`config.mk`:
```
export PLATFORM = sky130hd
export DESIGN_NAME = onehot_encoder_pipe_flat
export DESIGN_NICKNAME = d
export VERILOG_FILES = /design/src/rtl/onehot_encoder_pipe_if.sv /design/src/rtl/onehot_encoder_pipe.sv /design/src/flat_wrapper.sv
export SDC_FILE = /design/constraint.sdc
export NUM_CORES = 1
export LEC_CHECK = 0
export CAP_MARGIN = 15
export CORE_MARGIN = 2
export CORE_UTILIZATION = 53
export CTS_CLUSTER_SIZE = 14
export DETAILED_ROUTE_END_ITERATION = 16
export PLACE_DENSITY_LB_ADDON = 0.25
export SLEW_MARGIN = 5
export SYNTH_ARGS = -nofsm -noshare
export SYNTH_HDL_FRONTEND = slang
export SYNTH_SLANG_ARGS = --single-unit
```
`constraint.sdc`:
```
create_clock -name clk -period 2.56 [get_ports clk]
set_input_delay 0.512 -clock clk [delete_from_list [all_inputs] [get_ports clk]]
set_output_delay 0.512 -clock clk [all_outputs]
set_load 0.02 [all_outputs]
```
`src/rtl/onehot_encoder_pipe_if.sv`:
```
// Stream bundle for the one-hot encoder: one-hot words in, {index, err} out,
// plus the running error count.
interface onehot_encoder_pipe_if #(
    parameter int BITS      = 3,
    parameter int ERR_CNT_W = 8
);
    localparam int OUT_BITS = 1 << BITS;

    logic                 in_valid;
    logic                 in_ready;
    logic [OUT_BITS-1:0]  in_onehot;
    logic                 out_valid;
    logic                 out_ready;
    logic [BITS-1:0]      out_index;
    logic                 out_err;
    logic [ERR_CNT_W-1:0] err_count;

    modport master (
        output in_valid, in_onehot, out_ready,
        input  in_ready, out_valid, out_index, out_err, err_count
    );

    modport slave (
        input  in_valid, in_onehot, out_ready,
        output in_ready, out_valid, out_index, out_err, err_count
    );
endinterface

```
`src/rtl/onehot_encoder_pipe.sv`:
```
// One-hot to binary encoder with zero/multi-hot detection, a 2-entry ordered
// output buffer and a saturating error counter.
module onehot_encoder_pipe #(
    parameter int BITS      = 3,
    parameter int ERR_CNT_W = 8
) (
    input  logic                 clk,
    input  logic                 rst_n,
    onehot_encoder_pipe_if.slave bus
);
    localparam int OUT_BITS = 1 << BITS;
    localparam int ENTRY_W  = BITS + 1;

    // Entry layout: {index, err}; multi-hot words report the lowest set bit.
    function automatic logic [ENTRY_W-1:0] encode(input logic [OUT_BITS-1:0] w);
        logic [BITS-1:0] idx;
        logic            found;
        logic            multi;
        idx   = '0;
        found = 1'b0;
        multi = 1'b0;
        for (int i = 0; i < OUT_BITS; i++) begin
            if (w[i]) begin
                if (found) begin
                    multi = 1'b1;
                end else begin
                    idx   = i[BITS-1:0];
                    found = 1'b1;
                end
            end
        end
        return {idx, (!found) || multi};
    endfunction

    function automatic logic [ERR_CNT_W-1:0] sat_inc(input logic [ERR_CNT_W-1:0] c);
        return (&c) ? c : c + ERR_CNT_W'(1);
    endfunction

    logic [ENTRY_W-1:0]   mem_q [2];
    logic [ENTRY_W-1:0]   mem_d [2];
    logic                 rd_ptr_q, rd_ptr_d;
    logic                 wr_ptr_q, wr_ptr_d;
    logic [1:0]           count_q, count_d;
    logic [ERR_CNT_W-1:0] err_cnt_q, err_cnt_d;

    logic                 push;
    logic                 pop;
    logic                 out_valid;
    logic [ENTRY_W-1:0]   entry;
    logic [ENTRY_W-1:0]   head;

    assign out_valid = (count_q != 2'd0);
    assign entry     = encode(bus.in_onehot);
    assign head      = mem_q[rd_ptr_q];

    assign bus.in_ready  = rst_n && (count_q != 2'd2);
    assign bus.out_valid = out_valid;
    assign bus.out_index = out_valid ? head[ENTRY_W-1:1] : '0;
    assign bus.out_err   = out_valid ? head[0] : 1'b0;
    assign bus.err_count = err_cnt_q;

    assign push = bus.in_valid && bus.in_ready;
    assign pop  = out_valid && bus.out_ready;

    always_comb begin
        mem_d     = mem_q;
        rd_ptr_d  = rd_ptr_q;
        wr_ptr_d  = wr_ptr_q;
        count_d   = count_q;
        err_cnt_d = err_cnt_q;
        if (push) begin
            mem_d[wr_ptr_q] = entry;
            wr_ptr_d        = ~wr_ptr_q;
            if (entry[0]) begin
                err_cnt_d = sat_inc(err_cnt_q);
            end
        end
        if (pop) begin
            rd_ptr_d = ~rd_ptr_q;
        end
        case ({push, pop})
            2'b10:   count_d = count_q + 2'd1;
            2'b01:   count_d = count_q - 2'd1;
            default: count_d = count_q;
        endcase
    end

    // Reset clears the stored entries too, so dropped words can never resurface.
    always_ff @(posedge clk) begin
        if (!rst_n) begin
            mem_q[0]  <= '0;
            mem_q[1]  <= '0;
            rd_ptr_q  <= 1'b0;
            wr_ptr_q  <= 1'b0;
            count_q   <= 2'd0;
            err_cnt_q <= '0;
        end else begin
            mem_q[0]  <= mem_d[0];
            mem_q[1]  <= mem_d[1];
            rd_ptr_q  <= rd_ptr_d;
            wr_ptr_q  <= wr_ptr_d;
            count_q   <= count_d;
            err_cnt_q <= err_cnt_d;
        end
    end
endmodule

```
`src/flat_wrapper.sv`:
```
// flat-port wrapper written by rule: the top's interface ports become plain ports
module onehot_encoder_pipe_flat 
#(
    parameter int BITS      = 3,
    parameter int ERR_CNT_W = 8
)
  (clk, rst_n, bus_in_valid, bus_in_onehot, bus_out_ready, bus_in_ready, bus_out_valid, bus_out_index, bus_out_err, bus_err_count);
  onehot_encoder_pipe_if #(.BITS(BITS), .ERR_CNT_W(ERR_CNT_W)) bus_i ();
  input  logic clk;
  input  logic rst_n;
  input wire logic [$bits(bus_i.in_valid)-1:0] bus_in_valid;
  input wire logic [$bits(bus_i.in_onehot)-1:0] bus_in_onehot;
  input wire logic [$bits(bus_i.out_ready)-1:0] bus_out_ready;
  output wire logic [$bits(bus_i.in_ready)-1:0] bus_in_ready;
  output wire logic [$bits(bus_i.out_valid)-1:0] bus_out_valid;
  output wire logic [$bits(bus_i.out_index)-1:0] bus_out_index;
  output wire logic [$bits(bus_i.out_err)-1:0] bus_out_err;
  output wire logic [$bits(bus_i.err_count)-1:0] bus_err_count;
  assign bus_i.in_valid = bus_in_valid;
  assign bus_i.in_onehot = bus_in_onehot;
  assign bus_i.out_ready = bus_out_ready;
  assign bus_in_ready = bus_i.in_ready;
  assign bus_out_valid = bus_i.out_valid;
  assign bus_out_index = bus_i.out_index;
  assign bus_out_err = bus_i.out_err;
  assign bus_err_count = bus_i.err_count;
  onehot_encoder_pipe #(.BITS(BITS), .ERR_CNT_W(ERR_CNT_W)) u_core (.clk(clk), .rst_n(rst_n), .bus(bus_i));
endmodule
```
==> flow_metrics.tcl <==
set metrics [dict create \
    die_y_um 50.5 \
    pin_count 26 \
    fin_skew_ns 0.00730 \
    synth_nets 149 \
    ys_seq_area_share_pct 35.0 \
    setup_tns_ns 0 \
    yosysWarnings 0 \
    p_per_area_mw_per_mm2 627 \
    max_freq_mhz 435 \
    setup_viol 0 \
    cp.arrival_ns 1.79 \
    tritoncts "built" \
    cts_buffers 3 \
    p_comb_share_pct 29.7 \
    cp-end-kind "output pin" \
    relSlewSlack_pct 69.5 \
    area_growth_pct 27.8 \
    overflow 0 \
    rsz0062_at_grt "false" \
    cpMostUsedCell "clkdlybuf4s50_1" \
    fin_nets 175 \
    ir_worst_vdd_mv 0.445 \
    fin_crit_sh_pct 89.8 \
    fillers 157 \
    die-area_sq_mm 0.00255 \
    cts_resized 0 \
    ant_nets 0 \
    floorplan.initialDensity_pct 57.1 \
    cap_violations 0 \
    cts_setup_buffers 0 \
    grt_pass1_wl_mm 3.97 \
    period_minus_slack_ns 2.30 \
    drc 0 \
    ys_types 35 \
    gp_congestion 0.784 \
    intPower_w 0.000638 \
    routedWlPerCell_um 12.3 \
    insertion_delay_ns 0.30 \
    synth_top_cell_area_share_pct 35.0 \
    p_sw_share_pct 30.4 \
    wirelength_mm 2.29 \
    slowest_delay_ns 0.60 \
    vias 1026 \
    htreeDepth 1 \
    synth_area_leaders "dfxtp_1 (35%), mux2i_1 (12%), nand2_1 (5.3%), a21boi_0 (4.6%), nor2_1 (4.3%)" \
    criticalPathCategory "input pin to output pin" \
    tightest_slew_ns 0.453 \
    vias_per_cell 5.49 \
    grt_pass1_vias 975 \
    drt-initial-drc-count 26 \
    dr.pass1.iters 4 \
    cts-root-buf "clkbuf_4" \
    n_antenna_cell 0 \
    min_path_type "flop to flop" \
    core.rowCount 16 \
    path_cells "clkdlybuf4s50_1 > o21a_1 > clkdlybuf4s50_1" \
    antenna_found_initial 0 \
    ctsHoldBuffers 0 \
    clock_path_buffers 2 \
    fp.coreArea_sq_mm 0.00200 \
    synth_area_sq_mm 0.00114 \
    hold_viol_final 0 \
    slew_viol_final 0 \
    post-dp-hpwl_mm 1.80 \
    outcome "finished clean" \
    clkTransAtPathRegs_ns 0.12 \
    dieWidth_um 50.5 \
    drive_gt1_share_pct 7.50 \
    clock_sinks 20 \
    seqPwrFrac_pct 42.1 \
    p_leak_nw 0.547 \
    worstPathRequired_ns 2.05 \
    p_clk_share_pct 28.2 \
    syn_inst 135 \
    place.port_buffers 25 \
    cp_slowest_cell "clkdlybuf4s50_1" \
    grt_start_max_net_pins 22 \
    p_sw_w 0.000279 \
    ys_ff_latch 20 \
    track_usage_pct 20.3 \
    worstPathMaxFanout 3 \
    synth.largest_area_cell "dfxtp_1" \
    syn_area_per_cell_sq_um 8.47 \
    worst_slack_ns 0.261 \
    cp-start-kind "input pin" \
    place_ws_ns 0.252 \
]
==> power groups by stage <==
stage	clock, W	combinational (W)	sequential [W]
after floorplan	0	0.000179	0.000386
after global placement	0	0.000262	0.000391
after detailed placement	0	0.000274	0.000393
after CTS	0.000264	0.000275	0.000386
after global routing	0.000273	0.000307	0.000393
final	0.000258	0.000272	0.000385
==> synthesized netlist by cell type (all sizes together) <==
| cell type | n |
|---|---|
| o21a | 1 |
| a211oi | 1 |
| a21boi | 7 |
| o21ai | 4 |
| ha | 2 |
| nand2 | 16 |
| nand2b | 1 |
| clkbuf | 4 |
| and2 | 2 |
| o31a | 1 |
| o211ai | 1 |
| a21oi | 2 |
| mux2i | 14 |
| or4 | 1 |
| nand3 | 8 |
| nor2b | 3 |
| nor4 | 4 |
| xor2 | 3 |
| o31ai | 3 |
| and4 | 3 |
| and3 | 4 |
| nor4b | 2 |
| buf | 1 |
| or2 | 3 |
| dfxtp | 20 |
| nor2 | 13 |
| o21bai | 1 |
| or3 | 2 |
| nand4 | 1 |
| xnor2 | 2 |
| inv | 5 |
==> critical path, delay by kind of cell <==
kind | cells | cell delay [ns]
compound gates | 1 | 0.16
buf+inv | 2 | 1.11
==> cell families after synthesis <==
| kind of cell | after synthesis | synth area share [%] |
|---|---|---|
| compound gates | 21 | 13.5 |
| xor+xnor | 5 | 3.83 |
| fa+ha+maj | 2 | 2.19 |
| buf+inv | 10 | 3.94 |
| flops | 20 | 35.0 |
| mux | 14 | 12.3 |
| simple gates | 63 | 29.3 |
==> placed cells by master (no fill, tap or decap), types with 2 or more instances in the layout <==
| master | n |
|---|---|
| and3_1 | 3 |
| and4_1 | 2 |
| o21ai_0 | 4 |
| nor2_1 | 13 |
| inv_1 | 5 |
| clkdlybuf4s50_1 | 25 |
| xor2_1 | 3 |
| a21oi_1 | 2 |
| dfxtp_1 | 20 |
| nand2_1 | 16 |
| nand3_1 | 8 |
| or3_1 | 2 |
| clkbuf_4 | 3 |
| a21boi_0 | 7 |
| mux2i_1 | 14 |
| and2_1 | 2 |
| nor4_1 | 4 |
| nor4b_1 | 2 |
| o31ai_1 | 3 |
| xnor2_1 | 2 |
| ha_1 | 2 |
| nor2b_1 | 3 |
==> registers in the layout, indices dropped and copies added, names as in the netlist <==
name and count:
u_core.count_q 2, u_core.rd_ptr_q 1, u_core.mem_q 8, u_core.bus.err_count 8, u_core.wr_ptr_q 1
==> metrics by stage <==
step | hold WS [ns] | total power [W] | util (%) | instances | area, sq um
4_1_cts | 0.481 | 0.000925 | 73.0 | 187 | 1460
6_report | 0.478 | 0.000916 | 73.0 | 187 | 1460
5_1_grt | 0.501 | 0.000973 | 73.0 | 187 | 1460
2_1_floorplan | 0.443 | 0.000565 | - | 135 | 1140
3_5_place_dp | 0.464 | 0.000667 | 70.4 | 183 | 1410
3_3_place_gp | 0.452 | 0.000653 | 70.4 | 183 | 1410
==> final timing paths <==
path / from / endpoint / slack (ns) / depth (start not counted)
setup / recovery: rst_n / bus_in_ready / 0.26 / 3
hold / removal: u_core.mem_q[7]$_SDFFE_PN0P_ / u_core.mem_q[7]$_SDFFE_PN0P_ / 0.48 / 2
setup reg to reg: u_core.count_q[0]$_SDFFE_PN0P_ / u_core.count_q[1]$_SDFFE_PN0P_ / 0.74 / 5
hold reg to reg: u_core.mem_q[7]$_SDFFE_PN0P_ / u_core.mem_q[7]$_SDFFE_PN0P_ / 0.48 / 2
==> routing by layer <==
metal	part of all wire [%]	vias to the layer above	track usage, %
met3	3.1	2	3.87
li1	-	530	-
met1	43	472	21.5
met4	0.52	0	6.76
met2	53	22	39.3
met5	0	-	0
==> layout make-up <==
class / count / area [sq um] / share of cell area (%)
clock buffer: 3 / 22.5 / 1.54
inverter: 5 / 18.8 / 1.28
timing repair buffer: 26 / 258 / 17.6
sequential: 20 / 400 / 27.4
multi-input combinational: 105 / 698 / 47.8
tap: 27 / 33.8 / 2.31
clock inverter: 1 / 30.0 / 2.05
Power figures use the tool's default switching activity.
